$ cat config.mk
export PLATFORM = sky130hd
export DESIGN_NAME = random_ca_parity_gen_flat
export DESIGN_NICKNAME = d
export VERILOG_FILES = /design/src/rtl/random_ca_parity_gen_if.sv /design/src/rtl/random_ca_parity_gen.sv /design/src/flat_wrapper.sv
export SDC_FILE = /design/constraint.sdc
export NUM_CORES = 1
export LEC_CHECK = 0
export CAP_MARGIN = 20
export CORE_MARGIN = 1
export CORE_UTILIZATION = 55
export CTS_CLUSTER_SIZE = 24
export DETAILED_ROUTE_END_ITERATION = 7
export PLACE_DENSITY_LB_ADDON = 0.15
export SETUP_SLACK_MARGIN = 0.05
export SLEW_MARGIN = 20
export SYNTH_ARGS = -nofsm -noshare
export SYNTH_HDL_FRONTEND = slang
export SYNTH_SLANG_ARGS = --single-unit
$ cat constraint.sdc
create_clock -name clk -period 10.5 [get_ports clk]
set_input_delay 2.1 -clock clk [delete_from_list [all_inputs] [get_ports clk]]
set_output_delay 2.1 -clock clk [all_outputs]
set_load 0.05 [all_outputs]
$ cat src/rtl/random_ca_parity_gen_if.sv
// Stream/control bundle for random_ca_parity_gen. The generator drives it
// through the master modport; the consumer drives it through the slave modport.
interface random_ca_parity_gen_if #(
  parameter int Width   = 32,
  parameter int CAWidth = 64
);
  logic               ce;
  logic               seed_load;
  logic [CAWidth-1:0] seed;
  logic               ready;
  logic               valid;
  logic [Width-1:0]   random;
  logic               warm;

  modport master (
    input  ce, seed_load, seed, ready,
    output valid, random, warm
  );

  modport slave (
    output ce, seed_load, seed, ready,
    input  valid, random, warm
  );
endinterface

$ cat src/rtl/random_ca_parity_gen.sv
// Cellular-automaton random word generator: ring of radius-1 cells, rotating
// rule schedule, warm-up phase and a valid/ready output register.
module random_ca_parity_gen #(
  parameter int                     Width      = 32,
  parameter int                     ParitWidth = 2,
  parameter int                     CAWidth    = Width * ParitWidth,
  parameter int                     RuleCount  = 4,
  parameter logic [RuleCount*8-1:0] RuleTable  = {8'd150, 8'd90, 8'd60, 8'd30},
  parameter int                     RuleHold   = 2,
  parameter int                     WarmUp     = 16,
  parameter logic [CAWidth-1:0]     Seed       = {CAWidth/4{4'b0101}}
) (
  input logic                    clk,
  input logic                    rst,
  random_ca_parity_gen_if.master bus
);

  localparam int HW = (RuleHold > 1) ? $clog2(RuleHold) : 1;
  localparam int RW = (RuleCount > 1) ? $clog2(RuleCount) : 1;
  localparam int WW = (WarmUp > 0) ? $clog2(WarmUp + 1) : 1;
  localparam logic [HW-1:0] HoldLast = HW'(RuleHold - 1);
  localparam logic [RW-1:0] RidxLast = RW'(RuleCount - 1);
  localparam logic [WW-1:0] WarmLast = WW'((WarmUp > 0) ? (WarmUp - 1) : 0);

  typedef enum logic {WARMUP = 1'b0, RUN = 1'b1} state_t;
  localparam state_t StartState = (WarmUp == 0) ? RUN : WARMUP;

  function automatic logic [CAWidth-1:0] ca_step(input logic [CAWidth-1:0] s,
                                                 input logic [7:0]         rule);
    logic [CAWidth-1:0] n;
    n = {CAWidth{1'b0}};
    for (int i = 0; i < CAWidth; i++) begin
      n[i] = rule[{s[(i + 1) % CAWidth], s[i], s[(i + CAWidth - 1) % CAWidth]}];
    end
    return n;
  endfunction

  // Even output bits are inverted so an all-zero parity group never yields a zero word.
  function automatic logic [Width-1:0] fold(input logic [CAWidth-1:0] s);
    logic [Width-1:0] w;
    w = {Width{1'b0}};
    for (int i = 0; i < Width; i++) begin
      w[i] = ((i % 2) == 1) ? (^s[i*ParitWidth +: ParitWidth])
                            : ~(^s[i*ParitWidth +: ParitWidth]);
    end
    return w;
  endfunction

  state_t             state_r, state_nxt_s;
  logic [CAWidth-1:0] ca_r, ca_nxt_s, ca_step_s;
  logic [RW-1:0]      ridx_r, ridx_nxt_s, ridx_step_s;
  logic [HW-1:0]      hold_r, hold_nxt_s, hold_step_s;
  logic [WW-1:0]      wcnt_r, wcnt_nxt_s;
  logic               valid_r, valid_nxt_s;
  logic [Width-1:0]   random_r, random_nxt_s;
  logic [7:0]         rule_s;

  assign rule_s    = RuleTable[32'(ridx_r) * 32'd8 +: 8];
  assign ca_step_s = ca_step(ca_r, rule_s);

  // Rule schedule position after one CA step
  always_comb begin
    hold_step_s = hold_r;
    ridx_step_s = ridx_r;
    if (hold_r == HoldLast) begin
      hold_step_s = {HW{1'b0}};
      if (ridx_r == RidxLast) begin
        ridx_step_s = {RW{1'b0}};
      end else begin
        ridx_step_s = ridx_r + 1'b1;
      end
    end else begin
      hold_step_s = hold_r + 1'b1;
    end
  end

  // Next-state and output-register logic; seed_load overrides everything
  always_comb begin
    state_nxt_s  = state_r;
    ca_nxt_s     = ca_r;
    ridx_nxt_s   = ridx_r;
    hold_nxt_s   = hold_r;
    wcnt_nxt_s   = wcnt_r;
    valid_nxt_s  = valid_r;
    random_nxt_s = random_r;
    if (bus.seed_load) begin
      ca_nxt_s     = (bus.seed == {CAWidth{1'b0}}) ? Seed : bus.seed;
      ridx_nxt_s   = {RW{1'b0}};
      hold_nxt_s   = {HW{1'b0}};
      wcnt_nxt_s   = {WW{1'b0}};
      valid_nxt_s  = 1'b0;
      random_nxt_s = {Width{1'b0}};
      state_nxt_s  = StartState;
    end else begin
      case (state_r)
        WARMUP: begin
          if (bus.ce) begin
            ca_nxt_s   = ca_step_s;
            ridx_nxt_s = ridx_step_s;
            hold_nxt_s = hold_step_s;
            wcnt_nxt_s = wcnt_r + 1'b1;
            state_nxt_s = (wcnt_r == WarmLast) ? RUN : WARMUP;
          end else begin
            state_nxt_s = WARMUP;
          end
        end
        RUN: begin
          if (!valid_r || bus.ready) begin
            if (bus.ce) begin
              random_nxt_s = fold(ca_r);
              valid_nxt_s  = 1'b1;
              ca_nxt_s     = ca_step_s;
              ridx_nxt_s   = ridx_step_s;
              hold_nxt_s   = hold_step_s;
            end else begin
              valid_nxt_s = 1'b0;
            end
          end else begin
            valid_nxt_s = valid_r;
          end
        end
        default: begin
          state_nxt_s = StartState;
        end
      endcase
    end
  end

  // State and output registers
  always_ff @(posedge clk or posedge rst) begin
    if (rst) begin
      state_r  <= StartState;
      ca_r     <= Seed;
      ridx_r   <= {RW{1'b0}};
      hold_r   <= {HW{1'b0}};
      wcnt_r   <= {WW{1'b0}};
      valid_r  <= 1'b0;
      random_r <= {Width{1'b0}};
    end else begin
      state_r  <= state_nxt_s;
      ca_r     <= ca_nxt_s;
      ridx_r   <= ridx_nxt_s;
      hold_r   <= hold_nxt_s;
      wcnt_r   <= wcnt_nxt_s;
      valid_r  <= valid_nxt_s;
      random_r <= random_nxt_s;
    end
  end

  assign bus.valid  = valid_r;
  assign bus.random = random_r;
  assign bus.warm   = (state_r == WARMUP);

endmodule

$ cat src/flat_wrapper.sv
// flat-port wrapper written by rule: the top's interface ports become plain ports
module random_ca_parity_gen_flat 
#(
  parameter int                     Width      = 32,
  parameter int                     ParitWidth = 2,
  parameter int                     CAWidth    = Width * ParitWidth,
  parameter int                     RuleCount  = 4,
  parameter logic [RuleCount*8-1:0] RuleTable  = {8'd150, 8'd90, 8'd60, 8'd30},
  parameter int                     RuleHold   = 2,
  parameter int                     WarmUp     = 16,
  parameter logic [CAWidth-1:0]     Seed       = {CAWidth/4{4'b0101}}
)
  (clk, rst, bus_ce, bus_seed_load, bus_seed, bus_ready, bus_valid, bus_random, bus_warm);
  random_ca_parity_gen_if #(.Width(Width), .CAWidth(CAWidth)) bus_i ();
  input logic clk;
  input logic rst;
  input wire logic [$bits(bus_i.ce)-1:0] bus_ce;
  input wire logic [$bits(bus_i.seed_load)-1:0] bus_seed_load;
  input wire logic [$bits(bus_i.seed)-1:0] bus_seed;
  input wire logic [$bits(bus_i.ready)-1:0] bus_ready;
  output wire logic [$bits(bus_i.valid)-1:0] bus_valid;
  output wire logic [$bits(bus_i.random)-1:0] bus_random;
  output wire logic [$bits(bus_i.warm)-1:0] bus_warm;
  assign bus_i.ce = bus_ce;
  assign bus_i.seed_load = bus_seed_load;
  assign bus_i.seed = bus_seed;
  assign bus_i.ready = bus_ready;
  assign bus_valid = bus_i.valid;
  assign bus_random = bus_i.random;
  assign bus_warm = bus_i.warm;
  random_ca_parity_gen #(.Width(Width), .ParitWidth(ParitWidth), .CAWidth(CAWidth), .RuleCount(RuleCount), .RuleTable(RuleTable), .RuleHold(RuleHold), .WarmUp(WarmUp), .Seed(Seed)) u_core (.clk(clk), .rst(rst), .bus(bus_i));
endmodule
==> impl_metrics.csv <==
group,metric,value,unit
setup_path,startpoint,"bus_seed[26]",
timing,fin_crit_sh,42.6,%
drt,num_vias,7858,
setup_path,cp.depth,6,
synth,async_flop_share,100,%
timing,worst_slew_pin_slew,847,ps
drt,ant_nets,0,
setup_path,end_kind,"flip-flop",
cells_and_area,antenna_cells,0,
drt,first_pass_iters,5,
global_route,grt_max_degree,94,
place,place_area,9460,µm²
worst_hold_path,hp-class,"reg2reg",
timing,hold_ws,475,ps
setup_path,r2r-end,"u_core.ca_r[61]",
synth,synth_flop_cell,"dfrtp_1",
timing,rsz0062_at_grt,"no",
pwr,leakage,3.52,nW
timing,hold_viol,0,
clocking,cts_tree,"yes",
pwr,switching_share,35.6,%
cells_and_area,drive_above_1_share,9.76,%
global_route,grt_pass1_wl,37100,µm
drt,first_iter_violations,720,
floorplanning,core,15300,µm²
setup_path,required,10800,ps
drt,drt-total-wl,22900,µm
cells_and_area,fin_util,64.2,%
timing,max_freq,0.224,GHz
setup_path,crit_path_cell_trace,"clkdlybuf4s50_1, nor4_1, nand4_1, o41ai_4, buf_4, o221a_2",
place,placed_cells,1230,
cells_and_area,area.growth.synth_to_final,12.9,%
floorplanning,initial_core_util,56.8,%
cells_and_area,final_cells,1246,
floorplanning,dieHeight,128,µm
timing,finalSetupTns,0,ps
synth,yosys_warnings,0,
cells_and_area,layout_common_cells,"a21oi_1 (110), clkdlybuf4s50_1 (101), nor2b_1 (84)",
place,place_hpwl,13600,µm
outcome,status,"finished, final reports clean",
clocking,cts_setup_buffers,0,
synth,avgSynthCellArea,8.37,µm²
clocking,clk_pin_slew,70,ps
synth,seq_area_frac_synth,30.9,%
timing,setup_viol,0,
setup_path,critical_path_class,"in2reg",
setup_path,ff2ff_path_depth,6,
clocking,hold_buffers,0,
clocking,htree_num_levels,3,
pwr,power_switching,0.523,mW
setup_path,reg2reg_from,"u_core.ridx_r[0]",
setup_path,reg2reg_slack,7690,ps
setup_path,cpPeakStageDelay,680,ps
synth,synth.distinct_cells,52,
setup_path,cp_max_fo,24,
place,portBuffers,102,
setup_path,path_delay_family,"compound AO/OA/AOI/OAI gates",
job,cap_viol_max_count,0,
drt,avgViaCountPerCell,6.31,
synth,syn_inst,1040,
clocking,root_buffer,"clkbuf_16",
clocking,clk_latency,360,ps
drt,wl_per_cell,18.4,µm
floorplanning,pin_count,103,
place,place_congestion,0.835,
clocking,clock-sinks,106,
global_route,grt_pass1_vias,6864,
clocking,cts_resized,0,
pwr,vdd_drop_max,79.0,µV
timing,relSlewSlack,43.6,%
floorplanning,dieArea,16300,µm²
pwr,seqPwrFrac,40.6,%
global_route,grtUsageTotal,28.5,%
global_route,antenna_found_initial,0,
timing,min_period,4470,ps
synth,synth_area,8700,µm²
timing,skew,9.00,ps
pwr,comb_power_share,31.3,%
setup_path,worst_setup_path_start_kind,"input port",
pwr,pwr-share-clk,28.1,%
synth,synth_edf_count,0,
floorplanning,fp-row-count,45,
timing,report.final.slew_viol_count,0,
setup_path,cp.arrival,4770,ps
setup_path,cp-endpoint,"u_core.ca_r[36]",
cells_and_area,final_area,9830,µm²
cells_and_area,final_common_cell,"a21oi_1",
synth,syn_nets,1116,
drt,drc_errors,0,
pwr,pwr_density_cell,149,nW/µm²
clocking,cts_buffers,9,
pwr,p_int,0.946,mW
cells_and_area,num-fill-cells,1364,
floorplanning,die_w,128,µm
cells_and_area,nNetsFinal,1106,
setup_path,slowest_stage,"o41ai_4",
global_route,overflow,0,
clocking,cts_buffer_depth,2,
setup_path,crit_buf_inv,2,
synth,synth-seq-cells,106,
[tightest hold or removal path: stages (launching register included)]
cell and delay, ps:
dfrtp_1 340, nand2_1 50, o31ai_1 50
[power groups by stage]
| stage | sequential (mW) | combinational, mW | clock, mW |
|---|---|---|---|
| floorplan | 0.578 | 0.362 | 0 |
| global placement | 0.598 | 0.450 | 0 |
| detailed placement | 0.600 | 0.458 | 0 |
| CTS | 0.593 | 0.461 | 0.416 |
| global route | 0.611 | 0.503 | 0.430 |
| finish | 0.597 | 0.459 | 0.412 |
[cells in the mapped netlist, drive strengths merged, types with 7 or more instances]
cell,number,area (µm²)
ha,7,87.6
or3,28,175
dfstp,32,841
nor3b,30,225
o31ai,39,293
inv,12,45.0
a21oi,110,551
dfrtp,74,1850
clkbuf,54,206
xnor2,44,385
a211oi,34,255
buf,76,412
nor4,16,106
o21ai,31,155
xor2,18,158
nor2,52,195
nor2b,84,526
o211ai,78,586
o2bb2ai,25,219
nand2,71,267
mux2i,39,390
o221a,27,304
[per-stage QoR]
step                      total power, mW  setup slack, ps
after floorplan                     0.940             5660
after global placement               1.05             5640
after detailed placement             1.06             5670
after CTS                            1.47             6050
after global routing                 1.54             5940
final                                1.47             6030
[state kept, by name (all words and copies together), names as in the netlist]
signal,flops
u_core.ca_r,64
u_core.ridx_r,2
u_core.hold_r,1
u_core.wcnt_r,5
u_core.state_r,1
u_core.bus.valid,1
u_core.bus.random,32
[cell type report]
class | count | area (µm²) | share of cell area, %
well taps | 211 | 264 | 2.69
repair buffers | 112 | 1100 | 11.2
multi-input cells | 789 | 5370 | 54.6
clock buffers | 10 | 250 | 2.55
inverters | 12 | 47.5 | 0.484
clock inverters | 6 | 111 | 1.13
flip-flops and latches | 106 | 2690 | 27.4
[metal layers]
| layer | global-route usage [%] | vias up | wire length, µm |
|---|---|---|---|
| li1 | - | 3802 | - |
| met1 | 41.6 | 3766 | 10800 |
| met2 | 44.2 | 261 | 10500 |
| met3 | 3.21 | 29 | 1230 |
| met4 | 8.65 | 0 | 361 |
| met5 | 0 | - | 0 |
[cells by family after synthesis]
group / synth area share [%]
and+or+nand+nor: 18.7
buffers and inverters: 7.92
xor gates and xnor gates: 6.24
DFF: 30.9
muxes: 4.87
AOI/OAI and AO/OA: 30.3
adders and majority gates: 1.01
[worst min-delay path by stage]
stage | start | end | slack (ps) | cells after the start
floorplan | u_core.wcnt_r[3] | u_core.wcnt_r[3] | 500 | 2
global placement | u_core.bus.random[23] | u_core.bus.random[23] | 460 | 2
detailed placement | u_core.bus.random[22] | u_core.bus.random[22] | 460 | 2
CTS | u_core.bus.random[23] | u_core.bus.random[23] | 480 | 2
global route | u_core.bus.random[15] | u_core.bus.random[15] | 500 | 2
finish | u_core.bus.random[23] | u_core.bus.random[23] | 480 | 2
Power figures use the tool's default switching activity.
